**config.mk**
```make
export PLATFORM = sky130hd
export DESIGN_NAME = object_mem
export DESIGN_NICKNAME = d
export VERILOG_FILES = /design/src/rtl/object_mem_pkg.sv /design/src/rtl/object_mem_sprite_lut.sv /design/src/rtl/object_mem.sv
export SDC_FILE = /design/constraint.sdc
export NUM_CORES = 1
export LEC_CHECK = 0
export CAP_MARGIN = 20
export CORE_AREA = 3 3 40 42
export DETAILED_ROUTE_END_ITERATION = 16
export DIE_AREA = 0 0 43 45
export GPL_TIMING_DRIVEN = 0
export HOLD_SLACK_MARGIN = 0.05
export PLACE_DENSITY_LB_ADDON = 0.08
export SYNTH_ARGS = -nofsm -noshare
export SYNTH_HDL_FRONTEND = slang
export SYNTH_SLANG_ARGS = --single-unit
```
**constraint.sdc**
```tcl
create_clock -name CLOCK_50 -period 0.8 [get_ports CLOCK_50]
set_input_delay 0.12 -clock CLOCK_50 [delete_from_list [all_inputs] [get_ports CLOCK_50]]
set_output_delay 0.12 -clock CLOCK_50 [all_outputs]
set_load 0.05 [all_outputs]
```
**src/rtl/object_mem_pkg.sv**
```systemverilog
// Shared constants for the 8x8 heart sprite ROM: geometry, palette and row bitmap.
// Bitmap bit (7-c) of row r is set where the heart covers column c.
package object_mem_pkg;

    localparam int SPRITE_W = 8;
    localparam int SPRITE_H = 8;

    localparam logic [2:0] COLOR_BLACK = 3'b000;
    localparam logic [2:0] COLOR_RED   = 3'b100;
    localparam logic [2:0] COLOR_WHITE = 3'b111;

    // Index 0 is the top row; leftmost column is the MSB of each row.
    localparam logic [0:SPRITE_H-1][SPRITE_W-1:0] SPRITE_BITMAP = {
        8'b01100110,
        8'b11111111,
        8'b11111111,
        8'b11111111,
        8'b01111110,
        8'b00111100,
        8'b00011000,
        8'b00000000
    };

endpackage

```
**src/rtl/object_mem_sprite_lut.sv**
```systemverilog
// Combinational sprite lookup: {row, col} address to RGB colour.
// Zero latency; no flow control.
module object_mem_sprite_lut
    import object_mem_pkg::*;
#(
    parameter int          ADDR_WIDTH = 6,
    parameter int          DATA_WIDTH = 3,
    parameter logic [DATA_WIDTH-1:0] FG_COLOR = COLOR_RED,
    parameter logic [DATA_WIDTH-1:0] BG_COLOR = COLOR_BLACK
) (
    input  logic [ADDR_WIDTH-1:0] address,
    output logic [DATA_WIDTH-1:0] color
);

    logic [2:0] row_idx;
    logic [2:0] bit_idx;
    logic       pixel_on;

    assign row_idx  = address[5:3];
    assign bit_idx  = 3'd7 - address[2:0];
    assign pixel_on = SPRITE_BITMAP[row_idx][bit_idx];

    // An unknown pixel bit falls to the default branch and reads as background.
    always_comb begin
        color = BG_COLOR;
        case (pixel_on)
            1'b1:    color = FG_COLOR;
            default: color = BG_COLOR;
        endcase
    end

endmodule

```
**src/rtl/object_mem.sv**
```systemverilog
// Read-only 64x3 heart sprite memory with registered output; latency 1 (2 with OBJECT_MEM_OUTREG_EN).
// No enable or backpressure: address is sampled every rising edge; resetn clears q asynchronously.
module object_mem
    import object_mem_pkg::*;
#(
    parameter int          ADDR_WIDTH = 6,
    parameter int          DATA_WIDTH = 3,
    parameter logic [DATA_WIDTH-1:0] FG_COLOR = COLOR_RED,
    parameter logic [DATA_WIDTH-1:0] BG_COLOR = COLOR_BLACK
) (
    input  logic                  CLOCK_50,
    input  logic                  resetn,
    input  logic [ADDR_WIDTH-1:0] address,
    output logic [DATA_WIDTH-1:0] q
);

    logic [DATA_WIDTH-1:0] lut_color;

    object_mem_sprite_lut #(
        .ADDR_WIDTH (ADDR_WIDTH),
        .DATA_WIDTH (DATA_WIDTH),
        .FG_COLOR   (FG_COLOR),
        .BG_COLOR   (BG_COLOR)
    ) u_lut (
        .address (address),
        .color   (lut_color)
    );

`ifdef OBJECT_MEM_OUTREG_EN
    logic [DATA_WIDTH-1:0] stage1_q;

    always_ff @(posedge CLOCK_50 or negedge resetn) begin
        if (!resetn) begin
            stage1_q <= '0;
            q        <= '0;
        end else begin
            stage1_q <= lut_color;
            q        <= stage1_q;
        end
    end
`else
    always_ff @(posedge CLOCK_50 or negedge resetn) begin
        if (!resetn) begin
            q <= '0;
        end else begin
            q <= lut_color;
        end
    end
`endif

endmodule

```
# Word level (Yosys, flattened, before mapping)
# Memory sizes are Yosys's and may differ from the RTL's.
# Index checks and enable logic that the tools add are counted.
# Widths: inputs -> output; s select.
# totals
mem_bits_ro	64
memories	1
inputBits	8
output_inout_bits	3
reg_bits	3
word_cells	11
# op_classes
order_cmp	2
n_addsub	1
muxes	5
bitwise_logic	1
# mem_list
memory	words	width	read_ports	rd_clocked_by_memory_dff	wr	line_no	text
(name not given)	8	8	1	0	0	object_mem_sprite_lut.sv:21	assign pixel_on = SPRITE_BITMAP[row_idx][bit_idx];
# op_table
op	count
$mux 8	2
$ge 4x4->1 const B	1
$lt 3x4->1 const B	1
$not 3->4	1
$bmux 1 s3	1
$mux 3	1
$sub 3x3->3 const A	1
$mux 1	1

# Depth between registers and ports, before layout
# logic_depth
depth_word	7
ltp_mapped	3
ltp_nobuf	3

# Hierarchy
# From an unflattened synthesis, not the netlist that was laid out.
# hier_totals
hier_cells	18
area_unflattened_um2	183.9
# by_module_without_submodules
mod	seq_area_each_um2	area_each_um2	cells_per_inst	instances
object_mem_sprite_lut	0.0	108.9	15	1
object_mem	75.1	75.1	3	1

# Worst setup path before layout
# Ideal clock, no wire load.
# synth_timing
path_type	in2reg
from	input address[1]
to	register q[2]
n_path_buf	0
cell_stages	3
t_required_ns	0.666
t_arrival_ns	0.585
path_slack_ns	0.081
setup_time_ns	0.134
path_cell_list	nor2b_1 -> a221oi_1 -> a211oi_2
# synth_via
elab_chain_len	4
# synth_lines
item	line_no	text
start: declaration	object_mem.sv:13	input logic [ADDR_WIDTH-1:0] address,
$sub 3x3->3	object_mem_sprite_lut.sv:20	assign bit_idx = 3'd7 - address[2:0];
$bmux 1 s3	object_mem_sprite_lut.sv:21	
$mux 1 (not written as such)	object_mem_sprite_lut.sv:21	
via u_lut.pixel_on	object_mem_sprite_lut.sv:17	logic pixel_on;
$mux 3	object_mem_sprite_lut.sv:26	case (pixel_on)
end signal: assignment	object_mem.sv:46	q <= lut_color;
end: declaration	object_mem.sv:14	output logic [DATA_WIDTH-1:0] q
# The timed path passes the listed nets, and every way through them passes these cells. The select of a mux whose other input is x is not followed.

# Worst setup path in the final report
# Same ends and word-level chain as after synthesis.

==> impl_metrics.yaml <==
detailed_routing:
  postRouteAntennaNets: 0
  wl_per_cell_um: 8.53
  post-route-drc-count: 0
  routed_wl_um: 341
  dr.pass1.iters: 2
  vias: 137
  viasPerCell: 3.43
  first_iter_violations: 1
timing:
  worst_slack_ns: -0.0333
  period_share_pct: 104
  fin_crit_ns: 0.833
  fmax_mhz: 1200
  hold_slack_ns: 0.272
  drv_slew: 0
  finalSetupViolations: 1
  rsz0062_at_grt: "yes"
  hold_viol: 0
critical_path:
  start_kind: "input pin"
  endpoint_kind: "register"
  cp_max_fo: 4
  setup.worst_path.start: "address[1]"
  worst_ep_arrival_time_ns: 0.70
  crit_required_ns: 0.67
  crit_type: "in -> reg"
synthesis:
  synthCells: 16
  syn_area_per_cell_um2: 8.13
  ys_ff_latch: 1
  netlist_area_um2: 130
  synth_top_area_cell: "dfrtp_1"
  synth_cell_types: 13
  yosysSeqAreaShare_pct: 19.2
  synthTopCellsByArea: "dfrtp_1 (19%), buf_4 (12%), a211oi_2 (9.6%)"
  synth.top_cell.area_share_pct: 19.2
  synth_warnings: 0
place:
  finalWeightedCongestion: 0.675
  place_ws_ns: -0.519
  io_buffers: 8
clock_network:
  cts.clk_slew.worst_paths_ns: 0
  cts_hold_buf: 0
  post_cts_buffers: 0
cells_and_area:
  register_area_um2: 25.0
  final_util_pct: 20.4
  reg.largest.list: "q x1"
  n_antenna_cell: 0
  fillers: 144
  top_register: "q"
  drive_gt1_share_pct: 64.0
  largest_reg_flops: 1
  final_common_cell: "buf_2"
  fin_nets: 35
  final_cell_mix: "buf_2 (3), nand2_1 (2), buf_4 (2), conb_1 (2), buf_6 (2)"
  multi_input_area_um2: 129
  area_growth_pct: 101
power:
  ir_drop_uv: 202
  power_leakage_nw: 0.121
  power_mw: 0.208
  cellPowerDensity_nw_per_um2: 794
global_route:
  grt_usage_pct: 3.24
  antenna_found_initial: 0
  grt_overflow: 0
  grt_pass1_wl_um: 531
  grt_max_degree: 6
  grt_pass1_vias: 121
flow_run:
  drv_cap: 0
die:
  ioPinCount: 11
  die_x_um: 43
  initial_utilization_pct: 10.1
  die_y_um: 45
  dieArea_um2: 1940
  placeableCoreArea_um2: 1280
  num_rows: 13
run_status:
  violations: "negative setup slack"
  status: "complete, but fails checks"
min_path:
  hp-class: "in -> async"
[critical path, cell delays in order]
cell and delay (ns):
buf_8 0.11, nor2b_4 0.12, a221oi_2 0.28, a211oi_2 0.07
[per-layer routing]
| layer | part of all wire [%] | GRT usage [%] | up-vias |
|---|---|---|---|
| met1 | 50 | 5.25 | 57 |
| met4 | 0 | 0 | 0 |
| met3 | 12 | 0.797 | 0 |
| li1 | - | - | 71 |
| met5 | 0 | 0 | - |
| met2 | 38 | 4.49 | 9 |
[worst paths after layout]
path	slack, ns	end
worst max-delay path	-0.03	q[2]
worst min-delay path	0.27	q[2]
max in group asynchronous	0.43	q[2]
min in group CLOCK_50	0.41	q[2]
[where the power goes]
part | leakage [nW] | internal (mW) | switching (mW)
clock network | 0 | 0 | 0
registers | 0.0107 | 0.0566 | 0.00109
logic | 0.110 | 0.0687 | 0.0813
total | 0.121 | 0.125 | 0.0824
[kinds of logic (layout without fill, tap and decap cells)]
group	Yosys count	in the layout	synth area share, %
AOI/OAI and AO/OA	4	4	30.8
xor gates and xnor gates	1	1	6.73
buffers and inverters	2	10	11.5
DFF	1	1	19.2
other	1	2	2.88
and+or+nand+nor	7	7	28.9
[metrics by stage]
step | cell area, um2 | setup TNS (ns) | cells
3_3_place_gp | 233 | -0.909 | 40
2_1_floorplan | 134 | 0 | 17
3_5_place_dp | 233 | -0.932 | 40
5_1_grt | 262 | -0.0701 | 40
4_1_cts | 248 | -0.0393 | 40
6_report | 262 | -0.0333 | 40
[timing repair]
action,4_1_cts,5_1_grt
endpoints found under the setup margin,2,1
pin swaps,5,2
cloned,0,0
endpoints found under the hold margin,0,0
gates resized for setup,33,7
[cell type report]
cell class              instances  share of cell area [%]
flip-flops and latches          1                    9.57
well taps                      15                    7.18
multi-input cells              14                    49.3
plain buffers                   2                    5.74
repair buffers                  8                    28.2
[cells in the mapped netlist, drive strengths merged]
cell     count
a211oi       1
a221oi       1
and2b        1
buf          2
conb         1
dfrtp        1
nand2        2
nand3b       1
nor2         2
nor2b        1
o211a        1
o2bb2ai      1
xnor2        1
(Power assumes the default switching activity.)
